<file path="config.mk">
export PLATFORM = sky130hd
export DESIGN_NAME = rv_bus_arbiter
export DESIGN_NICKNAME = d
export VERILOG_FILES = /design/src/rtl/rv_bus_arbiter.sv
export SDC_FILE = /design/constraint.sdc
export NUM_CORES = 1
export LEC_CHECK = 0
export ABC_AREA = 0
export CAP_MARGIN = 20
export CORE_UTILIZATION = 44
export DETAILED_ROUTE_END_ITERATION = 16
export GPL_ROUTABILITY_DRIVEN = 0
export PLACE_DENSITY = 0.92
export SLEW_MARGIN = 0
export SYNTH_ARGS = -nofsm -noshare
export SYNTH_HDL_FRONTEND = slang
export SYNTH_SLANG_ARGS = --single-unit
</file>
<file path="constraint.sdc">
create_clock -name i_clk -period 3.6 [get_ports i_clk]
set_input_delay 0.36 -clock i_clk [delete_from_list [all_inputs] [get_ports i_clk]]
set_output_delay 0.36 -clock i_clk [all_outputs]
set_load 0.05 [all_outputs]
</file>
<file path="src/rtl/rv_bus_arbiter.sv">
// rv_bus_arbiter: shares one memory bus between fetch and data ports, one outstanding cycle with timeout.
// Define RV_BUS_ARB_RR_EN for round-robin tie-breaking; otherwise data has fixed priority.
module rv_bus_arbiter #(
  parameter int TIMEOUT_CYCLES = 255,
  parameter int CNT_W          = 8
) (
  input  logic        i_clk,
  input  logic        i_reset_n,
  input  logic        i_instr_req,
  input  logic [31:0] i_instr_addr,
  output logic        o_instr_ack,
  output logic        o_instr_err,
  output logic [31:0] o_instr_data,
  input  logic        i_data_req,
  input  logic [31:0] i_data_addr,
  input  logic [3:0]  i_data_sel,
  input  logic [31:0] i_data_wdata,
  input  logic        i_data_write,
  output logic        o_data_ack,
  output logic        o_data_err,
  output logic [31:0] o_data_rdata,
  output logic        o_bus_req,
  output logic [31:0] o_bus_addr,
  output logic [3:0]  o_bus_sel,
  output logic [31:0] o_bus_data,
  output logic        o_bus_write,
  input  logic        i_bus_ack,
  input  logic [31:0] i_bus_data,
  output logic        o_bus_owner
);
  typedef enum logic [1:0] {IDLE, BUS, RESP} state_t;
  localparam logic [CNT_W-1:0] TO = CNT_W'(TIMEOUT_CYCLES);
  state_t           state_q, state_d;
  logic [CNT_W-1:0] cnt_q, cnt_d, cnt_inc;
  logic             bus_req_q, bus_req_d, bus_write_q, bus_write_d, bus_owner_q, bus_owner_d;
  logic [31:0]      bus_addr_q, bus_addr_d, bus_data_q, bus_data_d;
  logic [3:0]       bus_sel_q, bus_sel_d;
  logic             instr_ack_q, instr_ack_d, instr_err_q, instr_err_d;
  logic             data_ack_q, data_ack_d, data_err_q, data_err_d;
  logic [31:0]      instr_data_q, instr_data_d, data_rdata_q, data_rdata_d;
  logic             grant_data, tmo, done;
  logic [31:0]      rd_v;
`ifdef RV_BUS_ARB_RR_EN
  logic             last_owner_q, last_owner_d;
  assign grant_data = i_data_req & (~i_instr_req | ~last_owner_q);
`else
  assign grant_data = i_data_req;
`endif
  assign cnt_inc = cnt_q + CNT_W'(1);
  assign tmo     = (TIMEOUT_CYCLES != 0) && (cnt_inc == TO);
  assign done    = i_bus_ack | tmo;
  // stores and timeouts return zero data
  assign rd_v    = (bus_write_q | ~i_bus_ack) ? 32'h0 : i_bus_data;
  always_comb begin
    state_d      = state_q;
    cnt_d        = cnt_q;
    bus_req_d    = bus_req_q;
    bus_addr_d   = bus_addr_q;
    bus_sel_d    = bus_sel_q;
    bus_data_d   = bus_data_q;
    bus_write_d  = bus_write_q;
    bus_owner_d  = bus_owner_q;
    instr_ack_d  = 1'b0;
    instr_err_d  = 1'b0;
    instr_data_d = 32'h0;
    data_ack_d   = 1'b0;
    data_err_d   = 1'b0;
    data_rdata_d = 32'h0;
`ifdef RV_BUS_ARB_RR_EN
    last_owner_d = last_owner_q;
`endif
    unique case (state_q)
      IDLE: if (i_instr_req | i_data_req) begin
        state_d     = BUS;
        cnt_d       = '0;
        bus_req_d   = 1'b1;
        bus_owner_d = grant_data;
        bus_addr_d  = grant_data ? i_data_addr : i_instr_addr;
        bus_sel_d   = grant_data ? i_data_sel : 4'hF;
        bus_write_d = grant_data & i_data_write;
        bus_data_d  = (grant_data & i_data_write) ? i_data_wdata : 32'h0;
`ifdef RV_BUS_ARB_RR_EN
        last_owner_d = grant_data;
`endif
      end
      BUS: begin
        cnt_d = cnt_inc;
        if (done) begin
          state_d      = RESP;
          bus_req_d    = 1'b0;
          bus_addr_d   = 32'h0;
          bus_sel_d    = 4'h0;
          bus_data_d   = 32'h0;
          bus_write_d  = 1'b0;
          bus_owner_d  = 1'b0;
          instr_ack_d  = ~bus_owner_q;
          instr_err_d  = ~bus_owner_q & ~i_bus_ack;
          instr_data_d = bus_owner_q ? 32'h0 : rd_v;
          data_ack_d   = bus_owner_q;
          data_err_d   = bus_owner_q & ~i_bus_ack;
          data_rdata_d = bus_owner_q ? rd_v : 32'h0;
        end
      end
      default: state_d = IDLE;
    endcase
  end
  always_ff @(posedge i_clk or negedge i_reset_n) begin
    if (!i_reset_n) begin
      state_q      <= IDLE;
      cnt_q        <= '0;
      bus_req_q    <= 1'b0;
      bus_addr_q   <= 32'h0;
      bus_sel_q    <= 4'h0;
      bus_data_q   <= 32'h0;
      bus_write_q  <= 1'b0;
      bus_owner_q  <= 1'b0;
      instr_ack_q  <= 1'b0;
      instr_err_q  <= 1'b0;
      instr_data_q <= 32'h0;
      data_ack_q   <= 1'b0;
      data_err_q   <= 1'b0;
      data_rdata_q <= 32'h0;
`ifdef RV_BUS_ARB_RR_EN
      last_owner_q <= 1'b1;
`endif
    end else begin
      state_q      <= state_d;
      cnt_q        <= cnt_d;
      bus_req_q    <= bus_req_d;
      bus_addr_q   <= bus_addr_d;
      bus_sel_q    <= bus_sel_d;
      bus_data_q   <= bus_data_d;
      bus_write_q  <= bus_write_d;
      bus_owner_q  <= bus_owner_d;
      instr_ack_q  <= instr_ack_d;
      instr_err_q  <= instr_err_d;
      instr_data_q <= instr_data_d;
      data_ack_q   <= data_ack_d;
      data_err_q   <= data_err_d;
      data_rdata_q <= data_rdata_d;
`ifdef RV_BUS_ARB_RR_EN
      last_owner_q <= last_owner_d;
`endif
    end
  end
  assign o_bus_req    = bus_req_q;
  assign o_bus_addr   = bus_addr_q;
  assign o_bus_sel    = bus_sel_q;
  assign o_bus_data   = bus_data_q;
  assign o_bus_write  = bus_write_q;
  assign o_bus_owner  = bus_owner_q;
  assign o_instr_ack  = instr_ack_q;
  assign o_instr_err  = instr_err_q;
  assign o_instr_data = instr_data_q;
  assign o_data_ack   = data_ack_q;
  assign o_data_err   = data_err_q;
  assign o_data_rdata = data_rdata_q;
endmodule

</file>
==> qor.txt <==
Startpoint types = flip-flop
Vias per cell = 4.94
Largest net degree at the start of global routing = 97
CTS tree = built
Delay-heaviest family, CP = simple AND/OR/NAND/NOR gates
Final Slew Violations = 0
Post-CTS Resized = 0
Mapped Avg Cell Area = 10.7 sq um
IO Pins = 277
Layout cell share with drive strength beyond 1 = 9.20%
Initial DRC Count = 347
CP Max Fanout = 70
Grt total ovfl = 0
Wire per inst = 16.8 microns
CTS HTree Levels = 4
Die height = 118 microns
Routed Antenna Nets = 0
Hold_buf cts = 0
Critical path endpoint category = flip-flop
Clock Path Buffers = 2
Finished Cell Area = 9440 sq um
Syn Inst Count = 557
Sequential share of the synthesized area = 62.8%
Syn Nets = 697
Synth Cell Area = 5930 sq um
Hpwl dp = 12.0 mm
Worst Tran Pin Value = 0.842 ns
Setup TNS = 0 ns
# rows = 42
Crit path DAT = 2.61 ns
Via count = 5002
Vias in the first global route = 5127
Placed inst area = 8840 sq um
CP required = 3.86 ns
Yosys cell types = 32
Crit path buffers/inverters = 1
Max Freq = 0.427 GHz
Initial core utilization = 45.0%
Worst min-delay path category = input pin to async pin
Ys Warns = 0
Slowest CP cell = nor2b_1
Max-cap violations = 0
Die W = 118 microns
Initial antenna violation count = 0
I/O Buffers = 276
Final Net Count = 965
RSZ-0062 raised after global routing = no
Clock net sink count = 149
First-pass GRT wire length = 26.8 mm
Final Hold Viols = 0
Most frequent cells in the layout = clkdlybuf4s50_1 (275), dfrtp_1 (149), nand2_1 (141), o21ai_1 (69), and2_1 (65)
EDFF count, synth = 0
Routed wire length = 17.0 mm
Diodes inserted = 0
Pre-Repair DR Iteration Count = 5
Status = complete, no violations
Final Cycle Share = 65.1%
Biggest cell delay along the critical path = 0.58 ns
Worst-path clk slew = 0.06 ns
Clk_lat worst skew = 0.41 ns
R2R setup slack = 1.26 ns
CTS Buf Count = 17
Area grow syn2layout = 59.1%
Fraction of registers with async set or reset after synthesis = 100%
# DRC = 0
Top_reg_cell synth = dfrtp_1
Post-route minimum period = 2.34 ns
Worst Clk Skew = 0.00786 ns
Pleak = 0.00415 uW
Max transition margin = 43.9%
Die ar. = 14000 sq um
CTS root buffer = clkbuf_16
Total track usage = 25.3%
Crit path cell chain = nor2b_1, and3_1, o211a_2, buf_4, o21ai_1
Endpoints failing setup = 0
Commonest non-fill, non-tap cell in the layout = clkdlybuf4s50_1
# Post-CTS Setup Buffers = 0
Synth Register Bits = 149
Cell area power density = 789 nW/um^2
Crit Path Category = flip-flop to flip-flop
Placeable Area = 13200 sq um
Worst VDD drop = 463 uV
==> sequential cells by signal (all words and copies together), names as in the netlist <==
signal / count
o_bus_addr: 32
o_bus_data: 32
o_data_rdata: 32
o_instr_data: 32
cnt_q: 8
o_bus_sel: 4
state_q: 2
o_bus_owner: 1
o_bus_req: 1
o_bus_write: 1
o_data_ack: 1
o_data_err: 1
o_instr_ack: 1
o_instr_err: 1
==> synthesized netlist by cell type (all sizes together), types with 3 or more instances <==
master	number	area [sq um]
and3	5	31.3
inv	4	15.0
mux2	32	360
clkbuf	21	88.8
buf	15	77.6
a31oi	3	18.8
nor2	5	18.8
o21bai	3	22.5
dfrtp	149	3730
and2	65	407
nand4	4	25.0
o21ai	88	440
nand2	141	529
nand2b	3	18.8
==> routing by layer <==
| layer | vias to the layer above | wire length, microns | global-route usage [%] |
|---|---|---|---|
| met2 | 224 | 8520 | 42.1 |
| met3 | 15 | 1960 | 13.2 |
| li1 | 2352 | - | - |
| met1 | 2411 | 6350 | 28.1 |
| met4 | 0 | 200 | 7.13 |
| met5 | - | 0 | 0 |
==> path summary, 6_finish.rpt <==
kind | cells past startpoint | to | start
max reg2reg | 5 | o_bus_addr[15]$_DFFE_PN0P_ | state_q[0]$_DFFE_PN0P_
min | 1 | o_bus_data[19]$_DFFE_PN0P_ | i_reset_n
min in group i_clk | 1 | cnt_q[6]$_DFFE_PN0P_ | cnt_q[6]$_DFFE_PN0P_
min reg2reg | 1 | cnt_q[6]$_DFFE_PN0P_ | cnt_q[6]$_DFFE_PN0P_
max | 5 | o_bus_addr[15]$_DFFE_PN0P_ | state_q[0]$_DFFE_PN0P_
max in group asynchronous | 2 | o_data_rdata[16]$_DFF_PN0_ | i_reset_n
==> where the power goes <==
part	total, uW	switching [uW]	internal, uW	leakage [uW]
clock	1810	706	1100	0.000290
sequential	2330	242	2090	0.00199
combinational	3310	2230	1080	0.00186
==> metrics by stage <==
step	setup WS [ns]	instances	total power [uW]	hold WS (ns)	utilization [%]
finish	1.26	1013	7450	0.0167	71.6
global route	1.10	1013	7760	0.0863	71.6
CTS	1.25	1013	7500	0.0490	71.6
detailed placement	1.26	982	5670	0.478	67.0
global placement	1.35	982	5600	0.461	67.0
floorplan	1.99	557	4420	0.0644	-
==> cell families (layout without fill, tap and decap cells) <==
family                     after synthesis  in the layout  share of synthesized area, %
AOI/OAI and AO/OA                      103            103                          9.38
xor gates and xnor gates                 1              1                         0.148
adders and majority gates                2              2                         0.422
buffers and inverters                   40            320                          3.06
DFF                                    149            149                          62.8
muxes                                   32             32                          6.07
and+or+nand+nor                        230            230                          18.1
==> area by class of cell <==
class | instances | area, sq um
multi-input combinational | 368 | 2030
clock buffer | 18 | 429
inverter | 4 | 15.0
fill | 911 | 3750
timing repair buffer | 285 | 2840
clock inverter | 13 | 174
tap | 176 | 220
sequential | 149 | 3730
Note: power is estimated with default switching activity, not from simulation.
